==> src/rtl/mux_fault_diagnoser_if.sv <==
// Signal bundle between the mux fault diagnoser and the 2:1 mux under test.
// The slave side is the diagnoser. The master side is the harness or the mux.
interface mux_fault_diagnoser_if;
    logic       start;
    logic       s_out;
    logic       i0_out;
    logic       i1_out;
    logic [8:0] obs;
    logic       busy;
    logic       done;
    logic [8:0] candidates;
    logic [3:0] err_count;
    logic       fault_seen;

    modport master (
        output start, obs,
        input  s_out, i0_out, i1_out, busy, done, candidates, err_count, fault_seen
    );

    modport slave (
        input  start, obs,
        output s_out, i0_out, i1_out, busy, done, candidates, err_count, fault_seen
    );
endinterface

==> src/rtl/mux_fault_diagnoser.sv <==
// Steps the mux under test through all eight input vectors and checks its wires against golden values.
// On every mismatching vector, the candidate fault-location mask is narrowed.
module mux_fault_diagnoser #(
    parameter int SETTLE_CYCLES = 4
) (
    input  logic                   clk,
    input  logic                   rst_n,
    mux_fault_diagnoser_if.slave   bus
);

    typedef enum logic [1:0] {IDLE, SETTLE, SAMPLE, DONE} state_t;

    localparam logic [3:0] SETTLE_LAST = 4'(SETTLE_CYCLES - 1);

    state_t     state;
    logic [2:0] k;
    logic [3:0] cnt;
    logic       s_q, i0_q, i1_q;
    logic       busy_q, done_q;
    logic [8:0] candidates_q;
    logic [3:0] err_count_q;

    logic [8:0] diff;
    logic [8:0] narrowed;

    // The wire order is {g8..g0}. g8 is the mux output, and g6/g7 are its AND terms.
    function automatic logic [8:0] golden(input logic s, input logic i0, input logic i1);
        return {(i1 & s) | (i0 & ~s), i0 & ~s, i1 & s, ~s, s, s, s, i1, i0};
    endfunction

    function automatic logic [8:0] weight(input logic [3:0] idx);
        case (idx)
            4'd0:    return 9'b100000000;
            4'd1:    return 9'b010000000;
            4'd2:    return 9'b001000000;
            4'd3:    return 9'b001100000;
            4'd4:    return 9'b001010000;
            4'd5:    return 9'b001011000;
            4'd6:    return 9'b011100100;
            4'd7:    return 9'b101011010;
            default: return 9'b111111111;
        endcase
    endfunction

    function automatic logic [3:0] highest_bit(input logic [8:0] d);
        logic [3:0] idx;
        idx = 4'd0;
        for (int i = 0; i < 9; i++) begin
            if (d[i]) idx = 4'(i);
        end
        return idx;
    endfunction

    // NOTE: every signal gets a value on every path through always_comb, so no latch is inferred.
    always_comb begin
        diff     = bus.obs ^ golden(s_q, i0_q, i1_q);
        narrowed = candidates_q & weight(highest_bit(diff));
    end

    // NOTE: state is updated with non-blocking assignments only. Every register then sees pre-edge values.
    always_ff @(posedge clk or negedge rst_n) begin
        if (!rst_n) begin
            state        <= IDLE;
            k            <= 3'd0;
            cnt          <= 4'd0;
            s_q          <= 1'b0;
            i0_q         <= 1'b0;
            i1_q         <= 1'b0;
            busy_q       <= 1'b0;
            done_q       <= 1'b0;
            candidates_q <= 9'h1FF;
            err_count_q  <= 4'd0;
        end else begin
            done_q <= 1'b0;
            case (state)
                IDLE: begin
                    if (bus.start) begin
                        candidates_q       <= 9'h1FF;
                        err_count_q        <= 4'd0;
                        k                  <= 3'd0;
                        {i0_q, i1_q, s_q}  <= 3'd0;
                        cnt                <= 4'd0;
                        busy_q             <= 1'b1;
                        state              <= SETTLE;
                    end
                end
                SETTLE: begin
                    cnt <= cnt + 4'd1;
                    if (cnt == SETTLE_LAST) state <= SAMPLE;
                end
                SAMPLE: begin
                    if (diff != 9'd0) begin
                        candidates_q <= narrowed;
                        err_count_q  <= err_count_q + 4'd1;
                    end
                    if (k == 3'd7) begin
                        busy_q <= 1'b0;
                        done_q <= 1'b1;
                        state  <= DONE;
                    end else begin
                        k                 <= k + 3'd1;
                        {i0_q, i1_q, s_q} <= k + 3'd1;
                        cnt               <= 4'd0;
                        state             <= SETTLE;
                    end
                end
                DONE: state <= IDLE;
                default: state <= IDLE;
            endcase
        end
    end

    assign bus.s_out      = s_q;
    assign bus.i0_out     = i0_q;
    assign bus.i1_out     = i1_q;
    assign bus.busy       = busy_q;
    assign bus.done       = done_q;
    assign bus.candidates = candidates_q;
    assign bus.err_count  = err_count_q;
    assign bus.fault_seen = (err_count_q != 4'd0);

endmodule

==> src/flat_wrapper.sv <==
// flat-port wrapper written by rule: the top's interface ports become plain ports
module mux_fault_diagnoser_flat 
#(
    parameter int SETTLE_CYCLES = 4
)
  (clk, rst_n, bus_start, bus_obs, bus_s_out, bus_i0_out, bus_i1_out, bus_busy, bus_done, bus_candidates, bus_err_count, bus_fault_seen);
  mux_fault_diagnoser_if bus_i ();
  input  logic clk;
  input  logic rst_n;
  input wire logic [$bits(bus_i.start)-1:0] bus_start;
  input wire logic [$bits(bus_i.obs)-1:0] bus_obs;
  output wire logic [$bits(bus_i.s_out)-1:0] bus_s_out;
  output wire logic [$bits(bus_i.i0_out)-1:0] bus_i0_out;
  output wire logic [$bits(bus_i.i1_out)-1:0] bus_i1_out;
  output wire logic [$bits(bus_i.busy)-1:0] bus_busy;
  output wire logic [$bits(bus_i.done)-1:0] bus_done;
  output wire logic [$bits(bus_i.candidates)-1:0] bus_candidates;
  output wire logic [$bits(bus_i.err_count)-1:0] bus_err_count;
  output wire logic [$bits(bus_i.fault_seen)-1:0] bus_fault_seen;
  assign bus_i.start = bus_start;
  assign bus_i.obs = bus_obs;
  assign bus_s_out = bus_i.s_out;
  assign bus_i0_out = bus_i.i0_out;
  assign bus_i1_out = bus_i.i1_out;
  assign bus_busy = bus_i.busy;
  assign bus_done = bus_i.done;
  assign bus_candidates = bus_i.candidates;
  assign bus_err_count = bus_i.err_count;
  assign bus_fault_seen = bus_i.fault_seen;
  mux_fault_diagnoser #(.SETTLE_CYCLES(SETTLE_CYCLES)) u_core (.clk(clk), .rst_n(rst_n), .bus(bus_i));
endmodule
==> config.mk <==
export PLATFORM = sky130hd
export DESIGN_NAME = mux_fault_diagnoser_flat
export DESIGN_NICKNAME = d
export VERILOG_FILES = /design/src/rtl/mux_fault_diagnoser_if.sv /design/src/rtl/mux_fault_diagnoser.sv /design/src/flat_wrapper.sv
export SDC_FILE = /design/constraint.sdc
export NUM_CORES = 1
export LEC_CHECK = 0
export BUFFER_PORTS_ARGS = -buffer_cell sky130_fd_sc_hd__buf_2
export CELL_PAD_IN_SITES_DETAIL_PLACEMENT = 2
export CELL_PAD_IN_SITES_GLOBAL_PLACEMENT = 2
export CORE_MARGIN = 2
export CORE_UTILIZATION = 33
export CTS_CLUSTER_SIZE = 14
export DETAILED_ROUTE_END_ITERATION = 12
export GPL_TIMING_DRIVEN = 0
export MAX_ROUTING_LAYER = met4
export PLACE_DENSITY_LB_ADDON = 0.1
export REMOVE_ABC_BUFFERS = 1
export SLEW_MARGIN = 5
export SYNTH_ARGS = -nofsm -noshare
export SYNTH_HDL_FRONTEND = slang
export SYNTH_SLANG_ARGS = --single-unit
==> constraint.sdc <==
create_clock -name clk -period 2.85 [get_ports clk]
set_input_delay 0.1425 -clock clk [delete_from_list [all_inputs] [get_ports clk]]
set_output_delay 0.1425 -clock clk [all_outputs]
set_load 0.05 [all_outputs]
==> out/metrics.cfg <==
[outcome]
status = completed

[routing]
drt-initial-drc-count = 56
wl_per_cell_um = 16.85
vias = 1279
viasPerCell = 5.443
drc_errors = 0
wl_mm = 3.959
ant_nets = 0
first_pass_iters = 4

[synth]
async_reset_ff_share_pct = 100.0
synth_edf_count = 0
synth_area_um2 = 1510
synth_area_leader_cell = dfrtp_1
synth_warnings = 0
syn_avg_cell_area_um2 = 9.871
yosys_most_used_dff = dfrtp_1
yosys-top-cells-area = dfrtp_1 25%, dfstp_2 16%, nand2_1 4.7%
yosysTopAreaCellShare_pct = 24.86
synthesis.instances = 153
yosys_register_bits = 24
seq_area_frac_synth_pct = 40.51
yosysUniqueCellTypes = 50

[grt]
gr-total-overflow = 0
grt_use_total_pct = 17.03
grt_pass1_vias = 1410
grt_first_pass_wirelength_mm = 6.768
antenna_found_initial = 0
grt_max_degree = 25

[cts]
cts_setup_buffers = 0
cts_sinks = 24
cts_tree = done
cts.reportedPaths.clkPinSlew_ns = 0.09
numCtsBuffers = 3
clk_path_buf_depth = 2
clk-insertion-delay-late_ns = 0.27
htree_num_levels = 1
cts_root_buffer = clkbuf_8

[setup_path]
cp.arrival_ns = 2.65
cp-start-kind = flop
crit_slowest_cell = dfrtp_1
reg2reg_slack_ns = 0.35
max_stage_delay_ns = 0.72
crit_path_max_fanout = 18
path_cells = ha_1, xnor2_2, o2111ai_4, nor4b_4, mux2i_1, o22ai_1
crit_type = flop to flop
cp-end-kind = flop
required_ns = 3.00

[layout]
fin_cells = 235
fin_nets = 201
fillCellCount = 496
diodes = 0
syn_to_final_growth_pct = 17.81
final_cell_mix = 30 x buf_2, 19 x nand2_1, 15 x dfrtp_1, 12 x o21ai_0, 11 x nor2_1
layout_commonest_cell = buf_2
multiInputGateArea_um2 = 833.3
ff_latch_area_um2 = 611.8
drive_above_1_share_pct = 30.05

[power_and_ir_drop]
leakage_nw = 0.8230
worst_ir_drop_vdd_mv = 0.3871
powerDensity_nw_per_um2 = 999.6

[flow_run]
cap_violations = 0

[floorplanning]
die-area_um2 = 5134
die_y_um = 71.65
die_w_um = 71.65
core_area_um2 = 4384
start_util_pct = 34.45
num_rows = 24
top_level_ports = 31

[sta]
finalSetupViolCount = 0
tightest_slew_ns = 0.5851
fin_skew_ns = 0.004830
finalHoldWorstSlack_ns = 0.2346
post-route-period-util_pct = 87.69
tns_ns = 0
slew_violations = 0
rsz0062_at_grt = no
hold_violations = 0
fin_crit_ns = 2.499
max_freq_mhz = 400.1
relSlewSlack_pct = 61.00

[placed_design]
gp_congestion = 0.7748
place_inst = 230
dp_hpwl_mm = 3.011
port_buffers = 30

[worst_hold_path]
worstHoldPathType = input port to flop

[cell usage after synthesis (3+ instances only)]
cell type,number
o31ai_1,4
nor2_1,11
nand3_1,6
dfrtp_1,15
dfstp_2,9
ha_1,5
o22ai_1,3
o21ai_0,12
inv_1,10
o211ai_1,3
a21oi_1,3
xnor2_1,3
nand2_1,19
[cell type report]
| class | instances | area share (%) |
|---|---|---|
| multi-input cells | 114 | 46.84 |
| repair buffers | 31 | 9.001 |
| inverters | 10 | 2.110 |
| clock inverters | 1 | 1.688 |
| clock buffers | 3 | 2.321 |
| flip-flops and latches | 24 | 34.39 |
| well taps | 52 | 3.657 |
[final timing paths]
kind / end / startpoint / cells after the start
worst max-delay path: u_core.bus.err_count[1] / u_core.bus.s_out / 6
worst min-delay path: u_core.bus.busy / bus_start / 3
worst max register to register: u_core.bus.err_count[1] / u_core.bus.s_out / 6
worst min register to register: u_core.bus.candidates[1] / u_core.bus.candidates[1] / 2
max in group asynchronous: u_core.bus.candidates[4] / rst_n / 2
min in group asynchronous: u_core.bus.err_count[3] / rst_n / 2
[per-layer routing]
layer,vias to the layer above,wire length (µm),GRT usage (%)
met5,-,0,-
met4,0,20,2.516
met3,2,118,2.672
met2,16,2077,31.17
met1,652,1742,20.00
li1,609,-,-
[per-stage QoR]
| step | power (mW) | setup WS, ns | util (%) | instance area [µm²] |
|---|---|---|---|---|
| final | 1.778 | 0.3507 | 40.58 | 1779 |
| after global placement | 1.447 | 0.2390 | 38.56 | 1690 |
| after global routing | 1.907 | 0.1019 | 40.58 | 1779 |
| after floorplan | 1.254 | 0.3286 | - | 1475 |
| after CTS | 1.804 | 0.1114 | 40.41 | 1772 |
| after detailed placement | 1.491 | 0.1329 | 38.56 | 1690 |
[logic make-up (layout without fill, tap and decap cells)]
kind of cell               Yosys count  count (layout)  synth area share [%]
DFF                                 24              24                 40.51
muxes                                3               3                 2.237
and+or+nand+nor                     59              59                 22.20
AOI/OAI and AO/OA                   41              41                 22.12
adders and majority gates            5               5                 4.143
xor gates and xnor gates             6               6                 3.978
buffers and inverters               15              45                 4.805
[worst max-delay path: cells and delay by family (launching register included)]
| kind | cells | cell delay [ns] |
|---|---|---|
| flip-flops | 1 | 0.72 |
| multiplexers | 1 | 0.24 |
| adder cells (fa/ha/maj) | 1 | 0.33 |
| AO/OA/AOI/OAI | 2 | 0.38 |
| AND/OR/NAND/NOR | 1 | 0.50 |
| XOR/XNOR | 1 | 0.18 |
[report_power, final]
group          internal (mW)  leakage (nW)  switching [mW]  total [mW]
registers              0.484         0.291           0.147       0.631
logic                  0.248         0.497           0.599       0.847
clock network          0.188        0.0357           0.113       0.301
total                  0.920         0.823           0.859        1.78
[flip-flops by register name (all words and copies together), names as in the netlist, 2 cells and up]
signal and cells:
u_core.state 2, u_core.bus.err_count 4, u_core.bus.candidates 9, u_core.cnt 4
[timing repair]
| item | 4_1_cts | 5_1_grt |
|---|---|---|
| hold buffers | 1 | 0 |
| resized for setup | 0 | 1 |
| endpoints found under the hold margin | 15 | 0 |
| endpoints found under the setup margin | 0 | 4 |
Note: power is estimated with default switching activity, not from simulation.
